File: src/rtl/calc_pkg.sv
// Shared types and constants for the calculator front-end: FSM state encoding,
// opcode values, result-flag bit positions and the operand word width.
package calc_pkg;

    localparam int WORD_W = 16;

    // Encodings are what the board LEDs display.
    typedef enum logic [2:0] {
        LOAD_A   = 3'd0,
        LOAD_B   = 3'd1,
        LOAD_OP  = 3'd2,
        ISSUE    = 3'd3,
        WAIT_RDY = 3'd4,
        DONE     = 3'd5
    } seq_state_t;

    localparam logic [1:0] OP_ADD = 2'b00;
    localparam logic [1:0] OP_SUB = 2'b01;
    localparam logic [1:0] OP_MUL = 2'b10;
    localparam logic [1:0] OP_DIV = 2'b11;

    localparam int FLG_UNDERFLOW = 0;
    localparam int FLG_OVERFLOW  = 1;
    localparam int FLG_INEXACT   = 2;
    localparam int FLG_EXCEPTION = 3;
    localparam int FLG_INVALID   = 4;

    // Flags reported when the core never answers: invalid and exception.
    localparam logic [4:0] TIMEOUT_FLAGS = 5'b11000;

endpackage

File: src/rtl/calc_button_conditioner.sv
// Push-button conditioner: 2-flop synchronizer, debounce counter and a one-cycle
// press pulse on each debounced rising edge of the button level.
module calc_button_conditioner #(
    parameter int DEBOUNCE_CYCLES = 500000
) (
    input  logic clk,
    input  logic rst,
    input  logic btn_raw,
    output logic btn_level,
    output logic btn_press
);

    localparam int CNT_W = (DEBOUNCE_CYCLES > 2) ? $clog2(DEBOUNCE_CYCLES) : 1;
    localparam logic [CNT_W-1:0] CNT_LAST = CNT_W'(DEBOUNCE_CYCLES - 1);

    if (DEBOUNCE_CYCLES < 2) begin : g_bad_debounce
        $error("DEBOUNCE_CYCLES must be at least 2");
    end

    logic             sync_q1;
    logic             sync_q2;
    logic [CNT_W-1:0] cnt;
    logic             stable;
    logic [1:0]       fill;
    logic             armed;

    // armed stays low until the button has been seen released after reset, so a
    // button held through reset cannot generate a press when it settles.
    // NOTE: every register here is state, so it is written with <= only.
    always_ff @(posedge clk) begin
        if (rst) begin
            sync_q1   <= 1'b0;
            sync_q2   <= 1'b0;
            cnt       <= '0;
            stable    <= 1'b0;
            fill      <= 2'b00;
            armed     <= 1'b0;
            btn_press <= 1'b0;
        end else begin
            sync_q1   <= btn_raw;
            sync_q2   <= sync_q1;
            fill      <= {fill[0], 1'b1};
            btn_press <= 1'b0;
            if (fill[1] && !sync_q2) begin
                armed <= 1'b1;
            end
            if (sync_q2 == stable) begin
                cnt <= '0;
            end else if (cnt == CNT_LAST) begin
                cnt       <= '0;
                stable    <= sync_q2;
                btn_press <= sync_q2 & armed;
            end else begin
                cnt <= cnt + 1'b1;
            end
        end
    end

    assign btn_level = stable;

endmodule

File: src/rtl/calc_operand_sequencer.sv
// Operand-entry sequencer in front of the calculator core: A, B, opcode, start,
// wait for ready, latch result. Optional WAIT_RDY timeout via SEQ_TIMEOUT_EN.
module calc_operand_sequencer
    import calc_pkg::*;
#(
    parameter int DEBOUNCE_CYCLES = 500000,
    parameter int TIMEOUT_CYCLES  = 1024
) (
    input  logic              clk,
    input  logic              rst,
    input  logic              enable,
    input  logic [WORD_W-1:0] switches,
    input  logic              calc_ready,
    input  logic [WORD_W-1:0] calc_sum,
    input  logic              calc_sign,
    input  logic [4:0]        calc_flags,
    output logic [WORD_W-1:0] op_a,
    output logic [WORD_W-1:0] op_b,
    output logic [1:0]        opcode,
    output logic              calc_start,
    output logic [WORD_W-1:0] result,
    output logic              result_sign,
    output logic [4:0]        result_flags,
    output logic [2:0]        state_led,
    output logic              timeout
);

    if (TIMEOUT_CYCLES < 1) begin : g_bad_timeout
        $error("TIMEOUT_CYCLES must be at least 1");
    end

    seq_state_t state;
    logic       btn_level;
    logic       btn_press;
    logic       press;
    logic       tmo_expired;

    calc_button_conditioner #(
        .DEBOUNCE_CYCLES(DEBOUNCE_CYCLES)
    ) u_btn (
        .clk      (clk),
        .rst      (rst),
        .btn_raw  (enable),
        .btn_level(btn_level),
        .btn_press(btn_press)
    );

    // The pulse only fires on a rising level; qualifying keeps the two coherent.
    assign press = btn_press & btn_level;

`ifdef SEQ_TIMEOUT_EN
    localparam int TMO_W = $clog2(TIMEOUT_CYCLES + 1);
    localparam logic [TMO_W-1:0] TMO_LAST = TMO_W'(TIMEOUT_CYCLES - 1);

    logic [TMO_W-1:0] tmo_cnt;

    always_ff @(posedge clk) begin
        if (rst) begin
            tmo_cnt <= '0;
            timeout <= 1'b0;
        end else if (state == ISSUE) begin
            tmo_cnt <= '0;
            timeout <= 1'b0;
        end else if (state == WAIT_RDY && !calc_ready) begin
            tmo_cnt <= tmo_cnt + 1'b1;
            if (tmo_cnt == TMO_LAST) begin
                timeout <= 1'b1;
            end
        end
    end

    assign tmo_expired = (tmo_cnt == TMO_LAST);
`else
    assign timeout     = 1'b0;
    assign tmo_expired = 1'b0;
`endif

    always_ff @(posedge clk) begin
        if (rst) begin
            state        <= LOAD_A;
            op_a         <= '0;
            op_b         <= '0;
            opcode       <= OP_ADD;
            result       <= '0;
            result_sign  <= 1'b0;
            result_flags <= '0;
        end else begin
            case (state)
                LOAD_A: if (press) begin
                    op_a  <= switches;
                    state <= LOAD_B;
                end
                LOAD_B: if (press) begin
                    op_b  <= switches;
                    state <= LOAD_OP;
                end
                LOAD_OP: if (press) begin
                    opcode <= switches[1:0];
                    state  <= ISSUE;
                end
                ISSUE: state <= WAIT_RDY;
                // A ready in the terminal-count cycle takes priority over the timeout.
                WAIT_RDY: if (calc_ready) begin
                    result       <= calc_sum;
                    result_sign  <= calc_sign;
                    result_flags <= calc_flags;
                    state        <= DONE;
                end else if (tmo_expired) begin
                    result       <= '0;
                    result_sign  <= 1'b0;
                    result_flags <= TIMEOUT_FLAGS;
                    state        <= DONE;
                end
                DONE: if (press) begin
                    state <= LOAD_A;
                end
                default: state <= LOAD_A;
            endcase
        end
    end

    assign calc_start = (state == ISSUE);
    assign state_led  = state;

endmodule

File: config.mk
export PLATFORM = sky130hd
export DESIGN_NAME = calc_operand_sequencer
export DESIGN_NICKNAME = d
export VERILOG_FILES = /design/src/rtl/calc_pkg.sv /design/src/rtl/calc_button_conditioner.sv /design/src/rtl/calc_operand_sequencer.sv
export SDC_FILE = /design/constraint.sdc
export NUM_CORES = 1
export LEC_CHECK = 0
export CAP_MARGIN = 20
export CORE_ASPECT_RATIO = 0.6
export CORE_UTILIZATION = 35
export DETAILED_ROUTE_END_ITERATION = 10
export GPL_TIMING_DRIVEN = 0
export PLACE_DENSITY = 0.72
export REMOVE_ABC_BUFFERS = 1
export SLEW_MARGIN = 20
export SYNTH_ARGS = -nofsm -noshare
export SYNTH_HDL_FRONTEND = slang
export SYNTH_SLANG_ARGS = --single-unit
export TNS_END_PERCENT = 20
File: constraint.sdc
create_clock -name clk -period 2.1 [get_ports clk]
set_input_delay 0.42 -clock clk [delete_from_list [all_inputs] [get_ports clk]]
set_output_delay 0.42 -clock clk [all_outputs]
set_load 0.01 [all_outputs]
==> run summary <==
Status - finished, final reports clean
CP Max Fanout - 10
Primary FF master, synth - dfxtp_1
Clk_skew - 0.01057 ns
Worst-path cell chain - clkdlybuf4s50_1
Total Routing Usage GR - 0.1692
Fin nets - 507
Worst slew pin tran - 0.9443 ns
FF-to-FF setup slack - 0.26 ns
Post-synth top cells - dfxtp_1 (85), nand2_1 (85), a21oi_1 (42), nor2_1 (40), mux2i_1 (18)
Setup TNS - 0 ns
DR iter-0 viols - 100
Hold Startpoint - u_btn.fill[0]
Setup WS post-layout - 0.1464 ns
Post-synthesis cell count - 369
Die area - 0.009690 mm²
Worst-Skew Late Latency - 0.34 ns
Crit path time final - 1.954 ns
H-tree levels - 3
Max VDD drop - 0.4060 mV
Synth warnings - 0
Critical Path Slowest Stage Cell - clkdlybuf4s50_1
DRC Markers - 0
Worst setup SP type - register
Total Routed Length - 7.579 mm
FF-to-FF End - result[0]
Synthesized cell area - 0.003251 mm²
Final Hold Fails - 0
Core Rows - 26
Switching portion of total power - 0.1883
CP Buf/Inv Count - 1
Reg clk slew, reported paths - 0.06 ns
Flop pwr share - 0.478
Clock Sinks - 85
Via count - 2771
ANT nets after route - 0
Critical R2R Launch - state_led[2]
Maximum clock rate - 511.9 MHz
CP top delay family - buffers and inverters
# fillers - 764
Sw Pwr - 638.7 µW
Setup crit end kind - output pin
Mean Syn Cell Area - 8.809 µm²
Fin. max-slew vios - 0
PwrDens - 727.2 mW/mm²
Max_slew headroom - 0.3657
Clock share of power - 0.489
Detailed placement HPWL - 5.228 mm
Initial antenna violation count - 0
R2R cell count - 4
CTS hold repair buffers - 0
Initial Util - 0.3715
Leading area contributor after synthesis - dfxtp_1
Post-synth EDFFs - 0
WP data arrival - 1.53 ns
Compound-cell area share of the yosys netlist - 0.08430
Worst Setup SP - state_led[2]
I/O pin total - 103
Core area - 0.008751 mm²
Synth top area share - 0.5235
Root buf cell - clkbuf_16
Xor/xnor share of the synthesized area - 0.04042
Area post-placement - 0.004338 mm²
Final setup violation count - 0
Comb pwr share - 0.034
WHS - 0.4392 ns
Dpl ws - -0.01771 ns
CTS tree - yes
Internal Power - 2.753 mW
Via density - 4.778
Global-route wire length before repair - 12.88 mm
# diodes - 0
Yosys reg bits - 85
TritonCTS buffer count - 9
Synth async-reset ratio - 0
Area Growth Syn to Fin - 43.49%
Max stage delay on crit path - 0.62 ns
PortBufs - 101
Area contributors post-synth - dfxtp_1 (52%), nand2_1 (9.8%), a21oi_1 (6.5%)
Sequential area share after synthesis - 0.5235
Hold depth - 1
Post-synthesis mux area share - 0.05889
Leak - 1.517 nW
Total global routing overflow - 0
Hold EP - u_btn.fill[1]
Fin area - 0.004664 mm²
Adder-cell share of the synthesized area - 0.003849
Hold Crit Class - register to register
Die height - 76.65 µm
Synth Area in Simple Gates - 0.2494
# Max-Cap Violations - 0
Critical Path RT - 1.68 ns
WL/cell - 13.07 µm
Main combinational cell family by area after synthesis - simple AND/OR/NAND/NOR gates
Largest buffer count on any clock path - 2
Largest net degree at the start of global routing - 69
Layout cells sized above 1 - 0.07051
Initial DRT Pass Iterations - 5
Number of global-route vias before repair - 2693
Die width - 126.4 µm
Post-synth cell types - 42
GPL Wtd Cong - 0.8524
RSZ-0062 raised after global routing - no
Period utilisation layout - 0.9303
Fin util - 0.5330
Crit Path Category - register to output pin
## metal layers
metal | up-vias | global-route usage | routed length (µm)
li1 | 1420 | - | -
met1 | 1257 | 0.2128 | 3614
met2 | 92 | 0.2442 | 3164
met3 | 2 | 0.09560 | 788
met4 | 0 | 0.05060 | 11
met5 | - | 0 | 0
## state kept, by name, summed over array words and instances (netlist names), 2 cells and up
signal and count:
op_a 16, op_b 16, opcode 2, result 16, result_flags 5, state_led 3, u_btn.cnt 19, u_btn.fill 2
## power by group through the flow
stage	Clock [mW]	Sequential, mW	Combinational (mW)
global placement	0	1.66	0.115
CTS	1.72	1.62	0.115
finish	1.66	1.62	0.114
global route	1.79	1.62	0.124
floorplan	0	1.66	0.0108
detailed placement	0	1.66	0.114
## logic make-up (layout without fill, tap and decap cells)
| logic type | after synthesis | after routing |
|---|---|---|
| AND/OR/NAND/NOR | 172 | 172 |
| flip-flops | 85 | 85 |
| AO/OA/AOI/OAI | 51 | 51 |
| buffers and inverters | 25 | 124 |
| multiplexers | 19 | 19 |
| XOR/XNOR | 15 | 15 |
| adder cells (fa/ha/maj) | 1 | 1 |
| other | 1 | 1 |
## how the worst max path moves through the flow
stage                         to  slack, ns  cells past startpoint
floorplan                op_b[0]      -0.28                      4
global placement    u_btn.cnt[8]      -1.29                      4
detailed placement     result[0]      -0.02                      5
CTS                 state_led[2]       0.12                      1
global route        state_led[2]       0.07                      1
finish              state_led[2]       0.15                      1
## through the flow
| stage | std cells | power, mW |
|---|---|---|
| after global placement | 562 | 1.771 |
| after detailed placement | 565 | 1.770 |
| after global routing | 580 | 3.537 |
| after CTS | 580 | 3.457 |
| after floorplan | 349 | 1.667 |
| final | 580 | 3.392 |
## placed cells by master (no fill, tap or decap), types with 2 or more instances in the layout
cell type	instances
o21ai_0	3
dfxtp_1	83
xor2_1	4
nor2_1	39
nor4_1	6
xnor2_1	11
clkbuf_16	9
nand3_1	9
and4bb_2	2
buf_4	2
nor3_1	4
inv_1	5
a21oi_1	42
mux2i_1	18
nand4_1	5
and2_1	2
clkdlybuf4s50_1	99
bufinv_16	2
or3_2	2
or4_1	3
nor2b_1	3
nand2_1	85
and4_1	2
## layout make-up
class	count	area (µm²)	area share
sequential	85	1707	0.3659
multi-input combinational	259	1443	0.3093
timing repair buffer	104	1041	0.2232
clock buffer	11	242.7	0.05204
tap	112	140.1	0.03004
clock inverter	4	72.57	0.01556
inverter	5	18.77	0.004024
## timing repair
item | in CTS | in global routing
endpoints found under the setup margin | 1 | 17
buffers inserted | 0 | 0
resized for setup | 4 | 1
(Power assumes the default switching activity.)
